[config.mk]
export PLATFORM = sky130hd
export DESIGN_NAME = mem_arbiter_flat
export DESIGN_NICKNAME = d
export VERILOG_FILES = /design/src/rtl/mem_arbiter_if.sv /design/src/rtl/mem_arbiter.sv /design/src/flat_wrapper.sv
export SDC_FILE = /design/constraint.sdc
export NUM_CORES = 1
export LEC_CHECK = 0
export CAP_MARGIN = 30
export CORE_MARGIN = 2
export CORE_UTILIZATION = 45
export CTS_CLUSTER_DIAMETER = 200
export DETAILED_ROUTE_END_ITERATION = 10
export PLACE_DENSITY = 0.82
export REMOVE_ABC_BUFFERS = 1
export SLEW_MARGIN = 25
export SYNTH_ARGS = -nofsm -noshare
export SYNTH_HDL_FRONTEND = slang
export SYNTH_SLANG_ARGS = --single-unit
[constraint.sdc]
create_clock -name clk -period 6.8 [get_ports clk]
set_input_delay 1.36 -clock clk [delete_from_list [all_inputs] [get_ports clk]]
set_output_delay 1.36 -clock clk [all_outputs]
set_load 0.01 [all_outputs]
[src/rtl/mem_arbiter_if.sv]
// mem_arbiter_if: bundles the two requester ports, the shared mem_system port
// and the sticky error flag of mem_arbiter.
//   Fetch requester : i_req, i_addr -> i_rdata, i_done, i_stall
//   Data requester  : d_rd, d_wr, d_addr, d_wdata -> d_rdata, d_done, d_stall
//   mem_system      : mem_addr, mem_wdata, mem_rd, mem_wr <- mem_rdata, mem_done, mem_err
//   Status          : err
// modport master is the arbiter's view; modport slave is the view of the
// requesters and mem_system combined.
interface mem_arbiter_if;
    logic        i_req;
    logic [15:0] i_addr;
    logic [15:0] i_rdata;
    logic        i_done;
    logic        i_stall;

    logic        d_rd;
    logic        d_wr;
    logic [15:0] d_addr;
    logic [15:0] d_wdata;
    logic [15:0] d_rdata;
    logic        d_done;
    logic        d_stall;

    logic [15:0] mem_addr;
    logic [15:0] mem_wdata;
    logic        mem_rd;
    logic        mem_wr;
    logic [15:0] mem_rdata;
    logic        mem_done;
    logic        mem_err;

    logic        err;

    modport master (
        input  i_req, i_addr, d_rd, d_wr, d_addr, d_wdata, mem_rdata, mem_done, mem_err,
        output i_rdata, i_done, i_stall, d_rdata, d_done, d_stall,
        output mem_addr, mem_wdata, mem_rd, mem_wr, err
    );

    modport slave (
        output i_req, i_addr, d_rd, d_wr, d_addr, d_wdata, mem_rdata, mem_done, mem_err,
        input  i_rdata, i_done, i_stall, d_rdata, d_done, d_stall,
        input  mem_addr, mem_wdata, mem_rd, mem_wr, err
    );
endinterface

[src/rtl/mem_arbiter.sv]
// mem_arbiter: shares one mem_system port between instruction fetch and the
// memory stage. The winning request is latched into holding registers and
// driven until mem_done, then a one-cycle done pulse with registered read data
// is returned. Ties alternate between requesters. A watchdog and error latch
// provide a sticky fault flag.
// Ports:
//   clk    - clock, rising edge
//   rst    - asynchronous active-high reset
//   bus_io - requester, mem_system and status signals (see mem_arbiter_if)
module mem_arbiter #(
    parameter int unsigned WD_BITS = 8
) (
    input logic          clk,
    input logic          rst,
    mem_arbiter_if.master bus_io
);

    localparam logic [1:0] StIdle  = 2'd0;
    localparam logic [1:0] StBusyI = 2'd1;
    localparam logic [1:0] StBusyD = 2'd2;
    localparam logic [1:0] StResp  = 2'd3;

    // Counter value during the busy cycle in which it reaches all-ones, i.e.
    // the (2^WD_BITS - 1)-th busy cycle without mem_done.
    localparam logic [WD_BITS-1:0] WdFire = {{(WD_BITS-1){1'b1}}, 1'b0};

    logic [1:0]         state_q, state_d;
    logic               last_d_q, last_d_d;   // 1: last grant went to the data stage
    logic [15:0]        addr_q, addr_d;
    logic [15:0]        wdata_q, wdata_d;
    logic               rd_q, rd_d;
    logic               wr_q, wr_d;
    logic [WD_BITS-1:0] wd_q, wd_d;
    logic [15:0]        i_rdata_q, i_rdata_d;
    logic [15:0]        d_rdata_q, d_rdata_d;
    logic               err_q, err_d;

    logic d_req;
    logic busy;

    assign d_req = bus_io.d_rd | bus_io.d_wr;
    assign busy  = (state_q == StBusyI) || (state_q == StBusyD);

    always_comb begin
        state_d   = state_q;
        last_d_d  = last_d_q;
        addr_d    = addr_q;
        wdata_d   = wdata_q;
        rd_d      = rd_q;
        wr_d      = wr_q;
        wd_d      = wd_q;
        i_rdata_d = i_rdata_q;
        d_rdata_d = d_rdata_q;
        err_d     = err_q;

        case (state_q)
            StIdle: begin
                if (bus_io.d_rd && bus_io.d_wr) begin
                    err_d = 1'b1;
                end
                // Data wins when alone, or on a tie when fetch was served last.
                if (d_req && (!bus_io.i_req || !last_d_q)) begin
                    state_d  = StBusyD;
                    last_d_d = 1'b1;
                    addr_d   = bus_io.d_addr;
                    wdata_d  = bus_io.d_wdata;
                    rd_d     = bus_io.d_rd & ~bus_io.d_wr;  // rd+wr together acts as a write
                    wr_d     = bus_io.d_wr;
                    wd_d     = '0;
                end else if (bus_io.i_req) begin
                    state_d  = StBusyI;
                    last_d_d = 1'b0;
                    addr_d   = bus_io.i_addr;
                    wdata_d  = 16'h0000;
                    rd_d     = 1'b1;
                    wr_d     = 1'b0;
                    wd_d     = '0;
                end
            end

            StBusyI, StBusyD: begin
                if (bus_io.mem_err) begin
                    err_d = 1'b1;
                end
                if (bus_io.mem_done) begin
                    if (state_q == StBusyI) begin
                        i_rdata_d = bus_io.mem_rdata;
                    end else begin
                        d_rdata_d = bus_io.mem_rdata;
                    end
                    state_d = StResp;
                end else if (wd_q == WdFire) begin
                    err_d = 1'b1;
                    if (state_q == StBusyI) begin
                        i_rdata_d = 16'h0000;
                    end else begin
                        d_rdata_d = 16'h0000;
                    end
                    state_d = StResp;
                end else begin
                    wd_d = wd_q + 1'b1;
                end
            end

            StResp: begin
                state_d = StIdle;
            end

            default: begin
                state_d = StIdle;
            end
        endcase
    end

    always_ff @(posedge clk or posedge rst) begin
        if (rst) begin
            state_q   <= StIdle;
            last_d_q  <= 1'b0;
            addr_q    <= 16'h0000;
            wdata_q   <= 16'h0000;
            rd_q      <= 1'b0;
            wr_q      <= 1'b0;
            wd_q      <= '0;
            i_rdata_q <= 16'h0000;
            d_rdata_q <= 16'h0000;
            err_q     <= 1'b0;
        end else begin
            state_q   <= state_d;
            last_d_q  <= last_d_d;
            addr_q    <= addr_d;
            wdata_q   <= wdata_d;
            rd_q      <= rd_d;
            wr_q      <= wr_d;
            wd_q      <= wd_d;
            i_rdata_q <= i_rdata_d;
            d_rdata_q <= d_rdata_d;
            err_q     <= err_d;
        end
    end

    // Address/data hold their last value outside busy; strobes only while busy.
    assign bus_io.mem_addr  = addr_q;
    assign bus_io.mem_wdata = wdata_q;
    assign bus_io.mem_rd    = busy & rd_q;
    assign bus_io.mem_wr    = busy & wr_q;

    // RESP lasts one cycle, so these are single-cycle pulses to the winner.
    assign bus_io.i_done  = (state_q == StResp) & ~last_d_q;
    assign bus_io.d_done  = (state_q == StResp) & last_d_q;
    assign bus_io.i_rdata = i_rdata_q;
    assign bus_io.d_rdata = d_rdata_q;
    assign bus_io.i_stall = bus_io.i_req & ~bus_io.i_done;
    assign bus_io.d_stall = d_req & ~bus_io.d_done;
    assign bus_io.err     = err_q;

endmodule

[src/flat_wrapper.sv]
// flat-port wrapper written by rule: the top's interface ports become plain ports
module mem_arbiter_flat 
#(
    parameter int unsigned WD_BITS = 8
)
  (clk, rst, bus_io_i_req, bus_io_i_addr, bus_io_d_rd, bus_io_d_wr, bus_io_d_addr, bus_io_d_wdata, bus_io_mem_rdata, bus_io_mem_done, bus_io_mem_err, bus_io_i_rdata, bus_io_i_done, bus_io_i_stall, bus_io_d_rdata, bus_io_d_done, bus_io_d_stall, bus_io_mem_addr, bus_io_mem_wdata, bus_io_mem_rd, bus_io_mem_wr, bus_io_err);
  mem_arbiter_if bus_io_i ();
  input logic clk;
  input logic rst;
  input wire logic [$bits(bus_io_i.i_req)-1:0] bus_io_i_req;
  input wire logic [$bits(bus_io_i.i_addr)-1:0] bus_io_i_addr;
  input wire logic [$bits(bus_io_i.d_rd)-1:0] bus_io_d_rd;
  input wire logic [$bits(bus_io_i.d_wr)-1:0] bus_io_d_wr;
  input wire logic [$bits(bus_io_i.d_addr)-1:0] bus_io_d_addr;
  input wire logic [$bits(bus_io_i.d_wdata)-1:0] bus_io_d_wdata;
  input wire logic [$bits(bus_io_i.mem_rdata)-1:0] bus_io_mem_rdata;
  input wire logic [$bits(bus_io_i.mem_done)-1:0] bus_io_mem_done;
  input wire logic [$bits(bus_io_i.mem_err)-1:0] bus_io_mem_err;
  output wire logic [$bits(bus_io_i.i_rdata)-1:0] bus_io_i_rdata;
  output wire logic [$bits(bus_io_i.i_done)-1:0] bus_io_i_done;
  output wire logic [$bits(bus_io_i.i_stall)-1:0] bus_io_i_stall;
  output wire logic [$bits(bus_io_i.d_rdata)-1:0] bus_io_d_rdata;
  output wire logic [$bits(bus_io_i.d_done)-1:0] bus_io_d_done;
  output wire logic [$bits(bus_io_i.d_stall)-1:0] bus_io_d_stall;
  output wire logic [$bits(bus_io_i.mem_addr)-1:0] bus_io_mem_addr;
  output wire logic [$bits(bus_io_i.mem_wdata)-1:0] bus_io_mem_wdata;
  output wire logic [$bits(bus_io_i.mem_rd)-1:0] bus_io_mem_rd;
  output wire logic [$bits(bus_io_i.mem_wr)-1:0] bus_io_mem_wr;
  output wire logic [$bits(bus_io_i.err)-1:0] bus_io_err;
  assign bus_io_i.i_req = bus_io_i_req;
  assign bus_io_i.i_addr = bus_io_i_addr;
  assign bus_io_i.d_rd = bus_io_d_rd;
  assign bus_io_i.d_wr = bus_io_d_wr;
  assign bus_io_i.d_addr = bus_io_d_addr;
  assign bus_io_i.d_wdata = bus_io_d_wdata;
  assign bus_io_i.mem_rdata = bus_io_mem_rdata;
  assign bus_io_i.mem_done = bus_io_mem_done;
  assign bus_io_i.mem_err = bus_io_mem_err;
  assign bus_io_i_rdata = bus_io_i.i_rdata;
  assign bus_io_i_done = bus_io_i.i_done;
  assign bus_io_i_stall = bus_io_i.i_stall;
  assign bus_io_d_rdata = bus_io_i.d_rdata;
  assign bus_io_d_done = bus_io_i.d_done;
  assign bus_io_d_stall = bus_io_i.d_stall;
  assign bus_io_mem_addr = bus_io_i.mem_addr;
  assign bus_io_mem_wdata = bus_io_i.mem_wdata;
  assign bus_io_mem_rd = bus_io_i.mem_rd;
  assign bus_io_mem_wr = bus_io_i.mem_wr;
  assign bus_io_err = bus_io_i.err;
  mem_arbiter #(.WD_BITS(WD_BITS)) u_core (.clk(clk), .rst(rst), .bus_io(bus_io_i));
endmodule
* After elaboration in Yosys (flattened, before gate mapping)
Cells that the tools add are included.
Operators by class: add/sub/neg operators 1, multipliers 0, div/mod/pow operators 0, magnitude comparators 0, equal/unequal tests 9, shift-type cells 0, muxes and demuxes 32, bitwise gates (word level) 13, reduce and logical (&&, ||, !) cells 17
Operators by type and width (count):
- 2-to-1 mux 16 bit | 12
- 2-to-1 mux 8 bit | 4
- case mux 8 bit (2 select lines) | 1
- 2-to-1 mux 1 bit | 9
- adder 8 x 1 -> 8 bit (second input constant) | 1
- == test 8 bit (second input constant) | 1
- 2-to-1 mux 2 bit | 4
- bitwise AND 1 bit | 7
- != test 3 x 2 -> 1 bit (second input constant) | 2
- case mux 2 bit (3 select lines) | 1
- AND reduction 2 bit | 3
- AND reduction 3 bit | 2
- nonzero test 2 bit | 3
- inverter 1 bit | 5
- == test 2 bit (second input constant) | 2
- != test 2 bit (second input constant) | 2
- AND reduction 4 bit | 1
- == test 2 x 1 -> 1 bit (second input constant) | 1
- logical AND 1 bit | 2
- logical NOT 1 bit | 2
- logical NOT 2 bit | 1
- logical OR 1 bit | 2
- != test 2 x 1 -> 1 bit (second input constant) | 1
- case mux 1 bit (2 select lines) | 1
- other kinds (2) | 2
Word-level totals: flip-flop bits (word level) 78, bits in latches 0, bits in writable memories 0, memory bits (read-only) 0, input bits 71, output and inout bits 71, logic and storage cells 82, memories kept 0

* Logic depth before layout (Yosys ltp)
depth in word-level cells 5, depth in mapped cells 8, gate-level depth less buffers 6

* Worst setup path after synthesis
No wires, ideal clock.
path type in2out, start input bus_io_d_wr, end output bus_io_d_stall, arrival 1.769 ns, data required time 5.440 ns, path slack 3.671 ns, cell stages on the path 3, path buffers 1, path through buf_2 > nor2_1 > nor2_1
Between the ends: cells in the longest elaborated chain, start to end 2
RTL lines:
- start, declared | RTL line flat_wrapper.sv:13 | input wire logic [$bits(bus_io_i.d_wr)-1:0] bus_io_d_wr;
- OR 1 bit | RTL line mem_arbiter.sv:41 | assign d_req = bus_io.d_rd | bus_io.d_wr;
- bitwise AND 1 bit | RTL line mem_arbiter.sv:153 | assign bus_io.d_stall = d_req & ~bus_io.d_done;
- end, declared | RTL line flat_wrapper.sv:24 | output wire logic [$bits(bus_io_i.d_stall)-1:0] bus_io_d_stall;
Every way passes these cells.

* Final worst setup path
Same ends and word-level chain as after synthesis.

==> impl_metrics.csv <==
group,metric,value,unit
critical_path,worstPathArrival,2.86,ns
die,io_pins,142,
timing,setup_violations,0,
cells_and_area,areaGrowthSynthToFinish,46.4,%
yosys,synth_warnings,0,
yosys,synth_largest_area_cell,"dfrtp_1",
timing,period_share,62.1,%
yosys,synth_ff_type,"dfrtp_1",
cells_and_area,fill_cells,620,
global_routing,antenna_found_initial,0,
critical_path,endpoint_kind,"output port",
timing,finalSetupTns,0,ns
yosys,async_flop_share,100,%
critical_path,path_cells,"clkdlybuf4s50_1, nor2_1, nor2_1, clkdlybuf4s50_1",
clock_tree,clock_sinks,78,
placement,place_inst,525,
critical_path,r2r_start,"u_core.state_q[0]$_DFFE_PP0P_",
cells_and_area,finalNonFillerCells,541,
timing,rsz0062_at_grt,"no",
global_routing,grt_max_degree,79,
clock_tree,h-tree-depth,3,
critical_path,startpoint_type,"primary input",
yosys,synth.distinct_cells,48,
yosys,ys_ff_latch,78,
drt,drc_errors,0,
min_path,whs_endpoint,"u_core.bus_io.err$_DFFE_PP0P_",
die,core_area,8090,µm²
placement,pre_cts_slack,2.59,ns
drt,firstDrtPassIters,4,
clock_tree,tritoncts,"built",
status,status,"completed",
timing,finClkSkew,0.0112,ns
placement,port_buffers,141,
yosys,synth_top_cells_by_count,"78 x dfrtp_1, 22 x nand2_1, 20 x and2_1, 20 x mux2_4",
critical_path,crit_type,"in -> out",
yosys,yosysMostFrequentCell,"dfrtp_1",
clock_tree,cts.path.max_buffers,2,
yosys,synth_edf_count,0,
placement,dpl.hpwl,6.27,mm
clock_tree,cts_resized,0,
cells_and_area,diodes,0,
clock_tree,insertion_delay,0.34,ns
critical_path,slowest_stage,"clkdlybuf4s50_1",
timing,maxSlewHeadroom,54.1,%
timing,finalHoldViolCount,0,
drt,vias,2819,
timing,max_freq,237,MHz
drt,vias_per_cell,5.21,
critical_path,critPathMaxFanout,8,
clock_tree,holdBufCountCts,0,
drt,avgRoutedWirePerCell,16.3,µm
drt,drt_iter0_drc,150,
global_routing,grt_pass1_vias,2873,
cells_and_area,nNetsFinal,508,
critical_path,r2r-end,"u_core.bus_io.d_rdata[10]$_DFFE_PP0P_",
die,die_area,8930,µm²
timing,setup_slack,2.58,ns
die,die_w,94.5,µm
power,leakage,0.00234,µW
critical_path,reg2reg_slack,4.36,ns
cells_and_area,utilization,66.7,%
drt,ant_nets,0,
min_path,hp-class,"reg -> reg",
clock_tree,cts_made_buffers,9,
critical_path,reg2reg_depth,5,
drt,drt_wl_total,8.80,mm
yosys,ys_top_cells_by_area,"dfrtp_1 53%, mux2_4 8.1%, mux2i_1 4.6%, a22o_1 4.0%, mux2_2 4.0%",
cells_and_area,drive_above_1_share,15.1,%
die,initial_utilization,45.5,%
yosys,ys_seq_area_share,53.0,%
die,rows,33,
clock_tree,clk_pin_slew,0.09,ns
timing,slew_violations,0,
min_path,hold-path-cell-count,1,
clock_tree,post-cts-setup-buffers,0,
timing,max_slew.worst_pin.slew,0.688,ns
placement,gp_congestion,0.830,
clock_tree,cts_root_buf,"clkbuf_8",
run,drv_cap,0,
power,p_per_area,421,nW/µm²
critical_path,required,5.44,ns
global_routing,grt_pass1_wl,14.2,mm
global_routing,grt.total_usage,20.4,%
critical_path,crit_path_max_incr_delay,0.75,ns
yosys,syn_avg_cell_area,12.5,µm²
global_routing,overflow,0,
power,max-vdd-ir-drop,0.201,mV
timing,post-route-min-period,4.22,ns
die,die_h,94.5,µm
min_path,hold_start,"u_core.bus_io.err$_DFFE_PP0P_",
yosys,synth_top_area_share,53.0,%
yosys,synth_cells,295,
yosys,syn_area,3690,µm²
==> layout by cell type, fill, tap and decap left out, types with 3 or more instances in the layout <==
master / instances
clkbuf_8: 9
mux2_2: 13
nand2_1: 22
nand4_1: 3
nand3_1: 7
mux2_4: 20
nor2_1: 6
ha_1: 6
a21oi_1: 5
dfrtp_1: 78
clkdlybuf4s50_1: 141
o21ai_0: 17
a22o_1: 17
and2_1: 20
mux2i_1: 17
nor3_1: 3
inv_1: 5
==> through the flow <==
| step | hold WS, ns | instance area, µm² | total power (µW) |
|---|---|---|---|
| finish | 0.468 | 5400 | 2270 |
| global route | 0.481 | 5400 | 2420 |
| CTS | 0.469 | 5390 | 2290 |
| detailed placement | 0.450 | 5160 | 1880 |
| global placement | 0.447 | 5140 | 1840 |
| floorplan | 0.458 | 3570 | 1340 |
==> worst max path at each step <==
stage	start	to	slack, ns
finish	bus_io_d_wr	bus_io_d_stall	2.58
global route	bus_io_d_wr	bus_io_d_stall	2.46
CTS	bus_io_d_wr	bus_io_d_stall	2.58
detailed placement	bus_io_d_wr	bus_io_d_stall	2.59
global placement	bus_io_d_wr	bus_io_d_stall	2.65
floorplan	bus_io_d_wr	u_core.bus_io.mem_addr[0]$_DFFE_PP0P_	2.38
==> critical path, delay by kind of cell <==
family	cells	cell delay, ns
buffers and inverters	2	1.29
AND/OR/NAND/NOR	2	0.21
==> flip-flops by register name (all words and copies together), names as in the netlist <==
| register | count |
|---|---|
| u_core.wd_q | 8 |
| u_core.state_q | 2 |
| u_core.bus_io.mem_addr | 16 |
| u_core.wr_q | 1 |
| u_core.last_d_q | 1 |
| u_core.bus_io.i_rdata | 16 |
| u_core.bus_io.mem_wdata | 16 |
| u_core.rd_q | 1 |
| u_core.bus_io.d_rdata | 16 |
| u_core.bus_io.err | 1 |
==> per-layer routing <==
layer	vias up	track usage (%)	wire length, µm
met5	-	0	0
met2	125	33.8	4190
met4	0	6.40	116
met1	1355	25.6	3710
met3	11	6.62	783
li1	1328	-	-
==> area by class of cell <==
cell class	count	area, µm²	area share, %
clock buffer	9	124	2.29
clock inverter	7	105	1.95
inverter	6	22.5	0.417
multi-input combinational	192	1620	30.0
sequential	78	1950	36.2
tap	105	131	2.43
timing repair buffer	144	1450	26.8
==> where the power goes <==
group / switching (µW) / internal [µW]
logic: 482 / 627
registers: 115 / 648
clock network: 187 / 213
total: 783 / 1490
==> cells by family after synthesis <==
logic type      Yosys count  share of synthesized area (%)
flops                    78                           53.0
simple gates             77                           12.5
compound gates           59                           11.9
fa+ha+maj                 6                           2.04
buf+inv                  25                           3.87
mux                      50                           16.7
(Power assumes the default switching activity.)
